$ cat src/rtl/kes_mem_pkg.sv
// Shared constants and types for the KES memory arbiter.
package kes_mem_pkg;

  // Default SRAM256x32 geometry.
  localparam int KES_AW = 8;
  localparam int KES_DW = 32;

  // Requester indices: CPU fetch/operand/store path and loader/debug port.
  localparam int REQ_CPU    = 0;
  localparam int REQ_LOADER = 1;

  // Transaction sequencer states.
  typedef enum logic [1:0] {
    ST_IDLE    = 2'd0,
    ST_ISSUE   = 2'd1,
    ST_RELEASE = 2'd2
  } state_t;

endpackage

$ cat src/rtl/kes_rr_arb2.sv
// Two-way winner select: a lone request always wins; on a tie, either
// requester 0 wins (fixed priority) or the one that did not win last time.
module kes_rr_arb2
  import kes_mem_pkg::*;
#(
  parameter int FIXED_PRI = 0
)(
  input  logic [1:0] req,
  input  logic       last_winner,
  output logic [1:0] gnt,
  output logic       winner
);

  // Combinational one-hot grant plus the index of the winner.
  always_comb begin
    gnt    = 2'b00;
    winner = 1'b0;
    case (req)
      2'b01: begin
        gnt    = 2'b01;
        winner = 1'(REQ_CPU);
      end
      2'b10: begin
        gnt    = 2'b10;
        winner = 1'(REQ_LOADER);
      end
      2'b11: begin
        if ((FIXED_PRI != 0) || (last_winner == 1'(REQ_LOADER))) begin
          gnt    = 2'b01;
          winner = 1'(REQ_CPU);
        end else begin
          gnt    = 2'b10;
          winner = 1'(REQ_LOADER);
        end
      end
      default: begin
        gnt    = 2'b00;
        winner = 1'b0;
      end
    endcase
  end

endmodule

$ cat src/rtl/kes_mem_arbiter.sv
// Arbitrates the single SRAM start/write/done port between the KES CPU
// (requester 0) and the loader/debug port (requester 1).
//
// Handshake: a requester raises reqN with weN/addrN/wdataN stable and keeps
// req high until ackN. ackN is a one-cycle pulse, and errN pulses with it
// when the SRAM never answered. The granted requester's fields are captured
// at grant, so changing them (or dropping req) afterwards has no effect on
// the transaction in flight. Towards the SRAM, mem_start stays high until
// mem_done is seen (or the timeout hits); a new start is only issued once
// mem_done has been observed low again.
module kes_mem_arbiter
  import kes_mem_pkg::*;
#(
  parameter int AW        = KES_AW,
  parameter int DW        = KES_DW,
  parameter int TIMEOUT   = 64,
  parameter int FIXED_PRI = 0
)(
  input  logic          clk,
  input  logic          reset,
  input  logic          req0,
  input  logic          req1,
  input  logic          we0,
  input  logic          we1,
  input  logic [AW-1:0] addr0,
  input  logic [AW-1:0] addr1,
  input  logic [DW-1:0] wdata0,
  input  logic [DW-1:0] wdata1,
  output logic          ack0,
  output logic          ack1,
  output logic          err0,
  output logic          err1,
  output logic [DW-1:0] rdata,
  output logic [AW-1:0] mem_addr,
  output logic [DW-1:0] mem_wdata,
  output logic          mem_write,
  output logic          mem_start,
  input  logic          mem_done,
  input  logic [DW-1:0] mem_rdata,
  output logic [1:0]    grant,
  output logic          busy,
  output logic [1:0]    fsm_state
);

  // Last ISSUE count value before the transaction is abandoned.
  localparam logic [7:0] CNT_LAST = 8'(TIMEOUT - 1);

  state_t     state;
  logic [7:0] cnt;
  logic       last_winner;
  logic [1:0] req_vec;
  logic [1:0] arb_gnt;
  logic       arb_winner;

  assign req_vec[REQ_CPU]    = req0;
  assign req_vec[REQ_LOADER] = req1;

  // Current state is visible for debug and checkers.
  assign fsm_state = state;

  kes_rr_arb2 #(
    .FIXED_PRI (FIXED_PRI)
  ) u_arb (
    .req         (req_vec),
    .last_winner (last_winner),
    .gnt         (arb_gnt),
    .winner      (arb_winner)
  );

  // Transaction sequencer: grant in IDLE, wait for done or timeout in
  // ISSUE, then hold in RELEASE until the SRAM drops done.
  always_ff @(posedge clk or posedge reset) begin
    if (reset) begin
      state       <= ST_IDLE;
      cnt         <= 8'd0;
      last_winner <= 1'(REQ_LOADER);
      ack0        <= 1'b0;
      ack1        <= 1'b0;
      err0        <= 1'b0;
      err1        <= 1'b0;
      rdata       <= '0;
      mem_addr    <= '0;
      mem_wdata   <= '0;
      mem_write   <= 1'b0;
      mem_start   <= 1'b0;
      grant       <= 2'b00;
      busy        <= 1'b0;
    end else begin
      // Completion pulses last exactly one cycle.
      ack0 <= 1'b0;
      ack1 <= 1'b0;
      err0 <= 1'b0;
      err1 <= 1'b0;
      case (state)
        ST_IDLE: begin
          if (req_vec != 2'b00) begin
            if (arb_winner == 1'(REQ_LOADER)) begin
              mem_addr  <= addr1;
              mem_write <= we1;
              mem_wdata <= wdata1;
            end else begin
              mem_addr  <= addr0;
              mem_write <= we0;
              mem_wdata <= wdata0;
            end
            mem_start   <= 1'b1;
            grant       <= arb_gnt;
            last_winner <= arb_winner;
            busy        <= 1'b1;
            cnt         <= 8'd0;
            state       <= ST_ISSUE;
          end
        end

        ST_ISSUE: begin
          if (mem_done) begin
            // Writes leave the shared read-data register alone.
            if (!mem_write) begin
              rdata <= mem_rdata;
            end
            mem_start <= 1'b0;
            ack0      <= grant[REQ_CPU];
            ack1      <= grant[REQ_LOADER];
            state     <= ST_RELEASE;
          end else if (cnt == CNT_LAST) begin
            mem_start <= 1'b0;
            ack0      <= grant[REQ_CPU];
            ack1      <= grant[REQ_LOADER];
            err0      <= grant[REQ_CPU];
            err1      <= grant[REQ_LOADER];
            state     <= ST_RELEASE;
          end else begin
            cnt <= cnt + 8'd1;
          end
        end

        ST_RELEASE: begin
          // A late done after a timeout simply extends this wait.
          if (!mem_done) begin
            grant <= 2'b00;
            cnt   <= 8'd0;
            busy  <= 1'b0;
            state <= ST_IDLE;
          end
        end

        default: begin
          mem_start <= 1'b0;
          grant     <= 2'b00;
          cnt       <= 8'd0;
          busy      <= 1'b0;
          state     <= ST_IDLE;
        end
      endcase
    end
  end

endmodule

$ cat config.mk
export PLATFORM = sky130hd
export DESIGN_NAME = kes_mem_arbiter
export DESIGN_NICKNAME = d
export VERILOG_FILES = /design/src/rtl/kes_mem_pkg.sv /design/src/rtl/kes_rr_arb2.sv /design/src/rtl/kes_mem_arbiter.sv
export SDC_FILE = /design/constraint.sdc
export NUM_CORES = 1
export LEC_CHECK = 0
export BUFFER_PORTS_ARGS = -buffer_cell sky130_fd_sc_hd__buf_2
export CORE_ASPECT_RATIO = 2
export CORE_MARGIN = 1
export CORE_UTILIZATION = 41
export CTS_CLUSTER_SIZE = 16
export DETAILED_ROUTE_END_ITERATION = 8
export GPL_ROUTABILITY_DRIVEN = 0
export PLACE_DENSITY = 0.76
export SLEW_MARGIN = 20
export SYNTH_ARGS = -nofsm -noshare
export SYNTH_HDL_FRONTEND = slang
export SYNTH_SLANG_ARGS = --single-unit
$ cat constraint.sdc
create_clock -name clk -period 3.18 [get_ports clk]
set_input_delay 0.636 -clock clk [delete_from_list [all_inputs] [get_ports clk]]
set_output_delay 0.636 -clock clk [all_outputs]
set_load 0.005 [all_outputs]
### Word-level counts from Yosys, hierarchy flattened

Cells that the tools add are included.
W data, S select, Z words.

| storage, ports and cells | value |
|---|---|
| register bits after elaboration | 92 |
| bits in latches | 0 |
| bits in writable memories | 0 |
| memory bits (read-only) | 0 |
| output and inout bits | 83 |
| word-level logic and storage cells | 72 |
| memories | 0 |

| cells by class | value |
|---|---|
| add/subtract/negate cells | 1 |
| $mul | 0 |
| divide/modulo/power cells | 0 |
| order comparisons | 0 |
| eq/ne operators | 11 |
| shift operators | 0 |
| mux-type cells | 35 |
| bitwise gates (word level) | 3 |
| reductions and logical operators | 8 |

Operators with widths:

| operator | count |
|---|---|
| $mux W8 | 5 |
| $mux W32 | 1 |
| $pmux W8 S3 | 1 |
| $pmux W2 S3 | 3 |
| $mux W1 | 16 |
| $mux W2 | 6 |
| $reduce_and A3 Y1 | 4 |
| $add A8 B1 Y8 const B | 1 |
| $eq A8 B6 Y1 const B | 1 |
| $ne A2 B2 Y1 const B | 4 |
| $eq A2 B2 Y1 const B | 3 |
| $pmux W1 S3 | 2 |
| $eq A2 B1 Y1 const B | 2 |
| $reduce_and A4 Y1 | 1 |
| $ne A3 B3 Y1 const B | 1 |
| $not A1 Y1 | 3 |
| $logic_not A2 Y1 | 1 |
| $pmux W1 S2 | 1 |
| $reduce_and A2 Y1 | 1 |
| $reduce_bool A2 Y1 | 1 |

### Longest topological paths before layout

| depth | value |
|---|---|
| depth in word-level cells | 4 |
| mapped depth | 6 |

### Modules after synthesis

Synthesis repeated with hierarchy kept, for this count alone.

| second synthesis, totals | value |
|---|---|
| cell total of the unflattened synthesis | 346 |
| area, all modules | 4,048.9 sq um |

Modules (own cells, without submodules):

| module | times used | cells an instance | area an instance (sq um) |
|---|---|---|---|
| kes_mem_arbiter | 1 | 342 | 4,022.6 |
| kes_rr_arb2 | 1 | 4 | 26.3 |

### Worst setup path after synthesis

Ideal clock, no wire load.

| path | value |
|---|---|
| path type | input to register |
| start point | in mem_done |
| end point | reg rdata[21] |
| arrival time | 1.472 ns |
| data required time | 3.055 ns |
| path slack | 1.583 ns |
| cell stages on the path | 4 |
| path buffers | 1 |
| path through | inv_1 > nor3_4 > buf_6 > mux2_2 |

| on the way | value |
|---|---|
| longest elaborated chain between the ends | 1 |

RTL lines:

| item | line | text |
|---|---|---|
| start: declaration | kes_mem_arbiter.sv:38 | `input logic mem_done,` |
| $reduce_and A3 Y1 (no line) | -- |  |
| end signal: assignment | kes_mem_arbiter.sv:119 | `rdata <= mem_rdata;` |
| end: declaration | kes_mem_arbiter.sv:33 | `output logic [DW-1:0] rdata,` |

No other way between the ends.
A chain may end at the register's enable or synchronous reset.

### Worst setup path after layout

| path | value |
|---|---|
| start point | in req1 |
| end point | reg mem_wdata[13] |

| on the way | value |
|---|---|
| longest elaborated chain between the ends | 3 |
| elaborated cells on any way between the ends | 6 |
| those cells by class | eq/ne: 2; mux: 2; reduce/logical: 2 |

RTL lines:

| item | line | text |
|---|---|---|
| start: declaration | kes_mem_arbiter.sv:22 | `input logic req1,` |
| $eq A2 B2 Y1 | kes_rr_arb2.sv:18 | `case (req)` |
| $pmux W1 S2 | kes_rr_arb2.sv:18 |  |
| $mux W32 | kes_mem_arbiter.sv:97 | `if (arb_winner == 1'(REQ_LOADER)) begin` |
| end signal: assignment | kes_mem_arbiter.sv:100 | `mem_wdata <= wdata1;` |
| end signal: assignment | kes_mem_arbiter.sv:104 | `mem_wdata <= wdata0;` |
| end: declaration | kes_mem_arbiter.sv:35 | `output logic [DW-1:0] mem_wdata,` |

Parallel ways exist; a longest one is shown, timed or not.

==> impl_metrics.env <==
export IMPL_postSynthAreaPerCell_sq_um=12.1
export IMPL_pin_count=202
export IMPL_cts_buffers_inserted=9
export IMPL_clkSinkCount=92
export IMPL_drc_errors=0
export IMPL_hold_viol=0
export IMPL_timing_fmax_ghz=0.535
export IMPL_synth_cell_types=41
export IMPL_grt_util_all_layers_pct=18.6
export IMPL_relSlewSlack_pct=47.3
export IMPL_areaGrowthSynthToFinish_pct=36.2
export IMPL_wl_per_cell_um=14.1
export IMPL_async_flop_share_pct=100
export IMPL_die_y_um=142
export IMPL_place_ws_ns=0.942
export IMPL_place_inst=653
export IMPL_finish_utilization_pct=57.7
export IMPL_fillCellCount=799
export IMPL_fp_row_count=50
export IMPL_dieWidth_um=71.9
export IMPL_syn_instance_count=332
export IMPL_synth_common_cells="dfrtp_1 (91), nand2_1 (52), mux2i_1 (42), o21ai_0 (42), mux2_2 (28)"
export IMPL_nets=654
export IMPL_grt_pass1_wl_mm=14.8
export IMPL_min_period_ns=1.87
export IMPL_rsz0062_at_grt="no"
export IMPL_initial_core_util_pct=42.4
export IMPL_peakVddDrop_mv=0.592
export IMPL_via_count=3296
export IMPL_dp_final_hpwl_mm=7.24
export IMPL_grt_overflow_total=0
export IMPL_worst_ep_required_time_ns=3.38
export IMPL_finalPower_w=0.00481
export IMPL_synth_edf_count=0
export IMPL_multiInputGateArea_sq_um=1600
export IMPL_die_area_sq_um=10200
export IMPL_cp_arrival_ns=2.07
export IMPL_status="finished clean"
export IMPL_maxSlewViolCount=0
export IMPL_worst_r2r_setup_slack_ns=1.40
export IMPL_synth_top_flop_cell="dfrtp_1"
export IMPL_finalSetupViolations=0
export IMPL_hold_buffers=0
export IMPL_synth_top_area_share_pct=56.9
export IMPL_grt_antenna_before_repair=0
export IMPL_cts_setup_buffers=0
export IMPL_cts_repair_resized=0
export IMPL_drt_pass1_iterations=4
export IMPL_cap_violations=0
export IMPL_cp_end_kind="register"
export IMPL_finalCritPeriodShare_pct=58.8
export IMPL_h_tree_depth=3
export IMPL_clk_path_buf_depth=2
export IMPL_p_leak_nw=2.85
export IMPL_grt_pass1_vias=3242
export IMPL_fin_cells=669
export IMPL_wl_mm=9.45
export IMPL_crit_fanout=25
export IMPL_core_sq_um=9450
export IMPL_clk_latency_ns=0.33
export IMPL_criticalPathCategory="in -> reg"
export IMPL_tritoncts="done"
export IMPL_tightestPinTransition_ns=0.789
export IMPL_syn_num_nets=452
export IMPL_regArea_sq_um=2300
export IMPL_viasPerCell=4.93
export IMPL_finalClockSkew_ns=0.00841
export IMPL_cts_root_buf="clkbuf_16"
export IMPL_fin_setup_tns_ns=0
export IMPL_synthTopCellsByArea="dfrtp_1 (57%), mux2i_1 (11%), mux2_2 (7.9%)"
export IMPL_min_path_type="in -> async"
export IMPL_grt_max_degree=65
export IMPL_fin_ws_ns=1.31
export IMPL_synth_area_sq_um=4000
export IMPL_antenna_cells=0
export IMPL_synth_top_area_cell="dfrtp_1"
export IMPL_final_antenna_net_count=0
export IMPL_startpoint_type="input pin"
export IMPL_synth_warning_count=0
export IMPL_ys_ff_latch=92
export IMPL_drtIter0Drc=158
export IMPL_powerDensity_nw_per_um2=883
export IMPL_ys_seq_area_share_pct=57.5
export IMPL_drive_gt1_share_pct=49.5
export IMPL_yosysMostFrequentCell="dfrtp_1"
export IMPL_port_buffers=201
export IMPL_cts_clk_slew_worst_paths_ns=0.07
-- cell type report --
type	instances	share of cell area [%]
clock inverters	5	1.10
multi-input cells	219	29.3
well taps	130	2.98
flip-flops and latches	92	42.2
repair buffers	208	19.6
clock buffers	11	4.45
inverters	4	0.321
-- final timing paths --
path	endpoint	cells after the start	from
max reg2reg	cnt[3]	5	fsm_state[0]
min reg2reg	mem_wdata[11]	2	mem_wdata[11]
max	mem_wdata[13]	5	req1
min	rdata[9]	2	reset
max in group asynchronous	last_winner	3	reset
min in group clk	mem_wdata[11]	2	mem_wdata[11]
-- routing by layer --
metal	track usage, %	share of wire (%)	up-vias
met1	20.4	38	1568
met4	7.53	2.1	0
li1	-	-	1572
met2	33.8	55	139
met3	4.19	5.3	17
met5	0	0	-
-- stage by stage --
step	area [sq um]	hold slack, ns
floorplan	4000	0.471
global placement	5150	0.459
detailed placement	5150	0.466
CTS	5450	0.480
global route	5450	0.506
finish	5450	0.458
-- flip-flops by register name, summed over array words and instances (netlist names), 2 cells and up --
name       cells
grant          2
mem_addr       8
mem_wdata     32
cnt            8
rdata         32
fsm_state      2
-- power by group --
group / internal [W] / switching, W / total, W / leakage [nW]
clock network: 0.000633 / 0.000434 / 0.00107 / 0.146
logic: 0.000873 / 0.000865 / 0.00174 / 1.57
registers: 0.00170 / 0.000305 / 0.00201 / 1.13
-- logic make-up after synthesis --
| kind of cell | share of synthesized area [%] |
|---|---|
| adders and majority gates | 0.313 |
| DFF | 57.5 |
| AOI/OAI and AO/OA | 9.38 |
| buffers and inverters | 3.06 |
| and+or+nand+nor | 9.91 |
| muxes | 19.8 |
-- placed cells by master (no fill, tap or decap), drive strengths merged, types with 6 or more instances in the layout --
master	synthesis	final
mux2	33	33
dfrtp	91	91
clkbuf	5	11
o21ai	44	44
nand2	52	52
mux2i	42	42
nand3	6	6
buf	12	208
-- worst max-delay path, stage by stage --
cell and delay (ns):
buf_2 0.13, a21boi_4 0.67, buf_12 0.29, mux2i_1 0.21
o21ai_0 0.11
(Power assumes the default switching activity.)
